[src/rtl/cntr_param.sv]
// cntr_param: parametrised up/down event/timer counter.
// Configurable width and modulus, clock-enable prescaler, direction control,
// parallel load (clamped to the modulus), wrap or saturate at the boundary,
// a one-cycle terminal-count pulse and a sticky overflow flag.
//
// There is no handshake on this block: clr, load and en are level controls
// sampled on every rising clk edge with priority clr > load > en. Outputs are
// registered and valid every cycle.
module cntr_param #(
  parameter int              WIDTH   = 8,
  parameter longint unsigned MOD_VAL = 64'd1 << WIDTH,
  parameter int              PRESC   = 1
) (
  input  logic             clk,
  input  logic             rst,
  input  logic             clr,
  input  logic             load,
  input  logic [WIDTH-1:0] load_val,
  input  logic             en,
  input  logic             up_dn,
  input  logic             sat_mode,
  input  logic             ovf_clr,
  output logic [WIDTH-1:0] count,
  output logic             tc,
  output logic             ovf
);

  // Largest legal count value; the counter never holds anything above it.
  localparam logic [WIDTH-1:0] MAX_VAL = WIDTH'(MOD_VAL - 64'd1);

  // The prescaler needs at least one bit even when PRESC=1 (it then stays 0).
  localparam int            PW         = (PRESC > 1) ? $clog2(PRESC) : 1;
  localparam logic [PW-1:0] PRESC_LAST = PW'(PRESC - 1);

  logic [PW-1:0]    presc_cnt;
  logic [PW-1:0]    presc_next;
  logic             presc_wrap;
  logic             step;
  logic             at_bound;
  logic             boundary;
  logic [WIDTH-1:0] load_clamped;
  logic [WIDTH-1:0] step_val;

  // Next-state decode: when a step happens, whether it hits the boundary,
  // and what the count becomes in each case.
  always_comb begin
    presc_wrap   = (presc_cnt == PRESC_LAST);
    presc_next   = presc_wrap ? '0 : presc_cnt + PW'(1);
    step         = en && !clr && !load && presc_wrap;
    at_bound     = up_dn ? (count == MAX_VAL) : (count == '0);
    boundary     = step && at_bound;
    load_clamped = (load_val > MAX_VAL) ? MAX_VAL : load_val;
    step_val     = count;
    if (up_dn) begin
      if (!at_bound)     step_val = count + WIDTH'(1);
      else if (!sat_mode) step_val = '0;
    end else begin
      if (!at_bound)     step_val = count - WIDTH'(1);
      else if (!sat_mode) step_val = MAX_VAL;
    end
  end

  // Registered state: count, prescaler, tc pulse and sticky ovf.
  always_ff @(posedge clk or posedge rst) begin
    if (rst) begin
      count     <= '0;
      presc_cnt <= '0;
      tc        <= 1'b0;
      ovf       <= 1'b0;
    end else begin
      // boundary is already gated off by clr/load, so tc drops on those cycles.
      tc <= boundary;
      // A boundary event in the same cycle as ovf_clr keeps the flag set.
      if (boundary)     ovf <= 1'b1;
      else if (ovf_clr) ovf <= 1'b0;

      if (clr) begin
        count     <= '0;
        presc_cnt <= '0;
      end else if (load) begin
        count     <= load_clamped;
        presc_cnt <= '0;
      end else if (en) begin
        presc_cnt <= presc_next;
        if (step) count <= step_val;
      end
    end
  end

endmodule
[config.mk]
export PLATFORM = sky130hd
export DESIGN_NAME = cntr_param
export DESIGN_NICKNAME = d
export VERILOG_FILES = /design/src/rtl/cntr_param.sv
export SDC_FILE = /design/constraint.sdc
export NUM_CORES = 1
export LEC_CHECK = 0
export BUFFER_PORTS_ARGS = -buffer_cell sky130_fd_sc_hd__buf_4
export CAP_MARGIN = 20
export CORE_UTILIZATION = 30
export CTS_CLUSTER_DIAMETER = 120
export DETAILED_ROUTE_END_ITERATION = 6
export GPL_ROUTABILITY_DRIVEN = 0
export PLACE_DENSITY = 0.62
export SLEW_MARGIN = 20
export SYNTH_ARGS = -nofsm -noshare
export SYNTH_HDL_FRONTEND = slang
export SYNTH_SLANG_ARGS = --single-unit
[constraint.sdc]
create_clock -name clk -period 2 [get_ports clk]
set_input_delay 0.5 -clock clk [delete_from_list [all_inputs] [get_ports clk]]
set_output_delay 0.5 -clock clk [all_outputs]
set_load 0.05 [all_outputs]
== Word-level counts from Yosys, hierarchy flattened ==
Cells that the tools add are included.
Storage, ports and cells
  output and inout bits: 10
  bits of input ports: 16
  bits in registers: 11
  word-level logic and storage cells: 39
Cells by class
  $lt $le $gt $ge: 1
  $add $sub $neg: 3
  bitwise logic cells: 1
  reduce and logical (&&, ||, !) cells: 11
  equal/unequal tests: 2
  mux-type cells: 17
Operator list (number)
  $mux W8: 10
  $add A8 B1 Y8 const B: 1
  $eq A8 B8 Y1 const B: 1
  $gt A8 B8 Y1 const B: 1
  $logic_not A8 Y1: 1
  $sub A8 B1 Y8 const B: 1
  $mux W1: 7
  $reduce_bool A3 Y1: 2
  $logic_and A1 B1 Y1: 4
  $ne A4 B4 Y1 const B: 1
  $reduce_and A3 Y1: 1
  $logic_not A1 Y1: 2
  $reduce_bool A2 Y1: 1
  $add A1 B1 Y1 const B: 1
  $not A1 Y1: 1

== Depth between registers and ports, before layout ==
  depth after elaboration: 8
  mapped depth: 7
  mapped depth without buffers: 7

== Worst setup path before layout ==
Ideal clock, no wire load.
  path type: register to register
  start point: register count[0]
  end point: register count[5]
  arrival: 2.111 ns
  cell stages (with the launch flop): 8
  buffers on the path: 0
  path slack: -0.237 ns
  data required time: 1.873 ns
  library setup time: 0.127 ns
  clock period less this slack: 2.237 ns
  cells stage by stage: dfrtp_1 > inv_1 > ha_1 > nor4b_2 > and2_2 > o21ai_2 > a211oi_2 > a221o_2
On the way
  longest elaborated chain between the ends: 8
  elaborated cells between the ends (all ways): 14
  those cells by class: 2 x add/sub; 2 x eq/ne; 8 x mux; 2 x reduce/logical
Ends and longest elaborated chain
  start: declaration: line 23  | output logic [WIDTH-1:0] count,
  start signal: assignment: line 81  | count <= load_clamped;
  start signal: assignment: line 85  | if (step) count <= step_val;
  branches (longest 8 deep; another with $sub A8 B1 Y8)
Parallel ways; which one is timed is not known. The select of a mux whose other input is x is not followed.
A chain may end at the register's enable or synchronous reset.

== Worst setup path after layout ==
  start point: register count[1]
  end point: register count[7]
The elaborated chain is that of the path after synthesis.

==> flow_summary.ini <==
[yosys]
synth_area_um2 = 962
synthCells = 112
synth-seq-cells = 10
synth_edf_count = 0
yosys.area.top_type = dfrtp_1
avgSynthCellArea_um2 = 8.59
yosys_warnings = 0
synthDistinctLibCells = 47
ys.flop_type = dfrtp_1
yosys-top-cells-area = dfrtp_1, a221o_2, nor2_1
yosysTopAreaCellShare = 0.260
ys_seq_area_frac = 0.260
synthArstFlopShare = 1.00
synth_nets = 131
synth_common_cells = nor2_1, dfrtp_1, inv_1, nand2_1, a21oi_1
synth.most_common_cell = nor2_1

[drt]
ant_nets = 0
routed_wl_um = 2900
vias = 1064
drc = 0
avgRoutedWirePerCell_um = 15.2
drt_iter0_drc = 55
first_pass_iters = 4
via_per_inst = 5.60

[status]
status = finished, final reports clean

[grt]
grtUsageTotal = 0.173
overflow = 0
grt_pass1_vias = 1036
grt_max_degree = 12
grt_pass1_wl_um = 4580
antenna_found_initial = 0

[worst_setup_path]
start_kind = flip-flop
r2r_cells = 8
setup.worst_path.end_class = flip-flop
r2r-end = count[7]
cp.required_ns = 2.21
worstReg2RegStart = count[1]
cp_max_fo = 6
crit_type = reg2reg
arrival_ns = 2.16
reg2reg_setup_slack_ns = 0.05

[finish]
nNetsFinal = 166
nFillCells = 317
drive_gt1_frac = 0.432
final_util = 0.429
regArea_um2 = 258
syn_to_final_growth_pct = 36.0
design_area_mm2 = 0.00131
multiInputGateArea_um2 = 669
fin_cells = 190
num_antenna_cells = 0

[sta]
slew_headroom = 0.685
finalCritPeriodShare = 0.977
rsz0062_at_grt = false
setup_viol = 0
worst_pin_slew_ns = 0.461
fmax_ghz = 0.512
worst_hold_slack_ns = 0.210
tns_ns = 0
period_needed_ns = 1.95
hold_viol = 0
skew_ns = 0.0107
fin_ws_ns = 0.0462
slew_viol_final = 0

[floorplan]
die_h_um = 58.6
dieArea_mm2 = 0.00344
start_util = 0.315
num_rows = 20
die_width_um = 58.6
core_area_mm2 = 0.00305
io_pins = 26

[power]
peakVddDrop_uv = 275
p_total_mw = 0.698
p_per_area_mw_per_mm2 = 534
leakagePower_nw = 0.546

[job]
maxCapViolations = 0

[cts]
cts.sinks = 10
cts_root_buffer = clkbuf_4
cts-htree-levels = 1
clk_path_buf_depth = 2
cts_hold_buf = 0
cts_made_buffers = 3
clkLatencyLatePin_ns = 0.27
clk_pin_slew_ns = 0.07
cts_tree = built

[place]
io_buffers = 25
post-place-ws_ns = 0.0640
dp.cells = 184
placed_area_mm2 = 0.00125
dp_hpwl_um = 2220

[worst_hold_path]
hold_path_class = in2async
-- area by class of cell --
class / count / share of cell area
multi-input combinational: 87 / 0.511
timing repair buffer: 35 / 0.201
sequential: 10 / 0.197
tap: 44 / 0.0421
inverter: 10 / 0.0287
clock buffer: 4 / 0.0201
-- flip-flops by register name, summed over array words and instances (netlist names) --
name	count
count	8
ovf	1
tc	1
-- routing by layer --
metal,vias to the layer above,track usage,share of wire
li1,497,-,-
met1,521,0.225,0.45
met2,46,0.297,0.49
met3,0,0.0352,0.057
met4,0,0.0340,0
met5,-,0,0
-- cells in the final DEF, fill, tap and decap left out, drive strengths merged, types with 4 or more instances in the layout --
cell type / count
clkbuf: 4
nand3: 4
o21ai: 4
inv: 10
a221o: 4
a311oi: 4
nor2: 12
o211ai: 4
dfrtp: 10
buf: 35
a21oi: 8
nand2: 10
-- power breakdown --
group | internal, mW | switching, mW | total (mW)
Sequential | 0.218 | 0.0364 | 0.254
Clock | 0.0770 | 0.0695 | 0.146
Combinational | 0.128 | 0.170 | 0.298
-- worst max-delay path: stages (launching register included) --
cell       delay, ns
dfrtp_2         0.42
buf_4           0.15
ha_1            0.18
nand2_1         0.14
nor4_4          0.04
buf_4           0.17
o21a_4          0.24
a2111oi_0       0.38
a221o_2         0.20
-- cells by family after synthesis --
kind of cell / Yosys count / synth area share
xor+xnor: 3 / 0.0273
flops: 10 / 0.260
buf+inv: 15 / 0.0741
fa+ha+maj: 3 / 0.0390
simple gates: 40 / 0.252
compound gates: 40 / 0.335
mux: 1 / 0.0117
-- how the worst max path moves through the flow --
stage	start	endpoint	slack, ns
final	count[1]	count[7]	0.05
after global routing	count[1]	count[0]	0.01
after CTS	count[0]	count[7]	0.03
after detailed placement	up_dn	count[7]	0.06
after global placement	up_dn	count[2]	0.11
after floorplan	count[7]	count[7]	0.009
-- repair_timing --
| action | CTS | global route |
|---|---|---|
| endpoints found under the setup margin | 0 | 8 |
| buffers inserted | 0 | 2 |
| resized for setup | 0 | 4 |
Power figures use the tool's default switching activity.
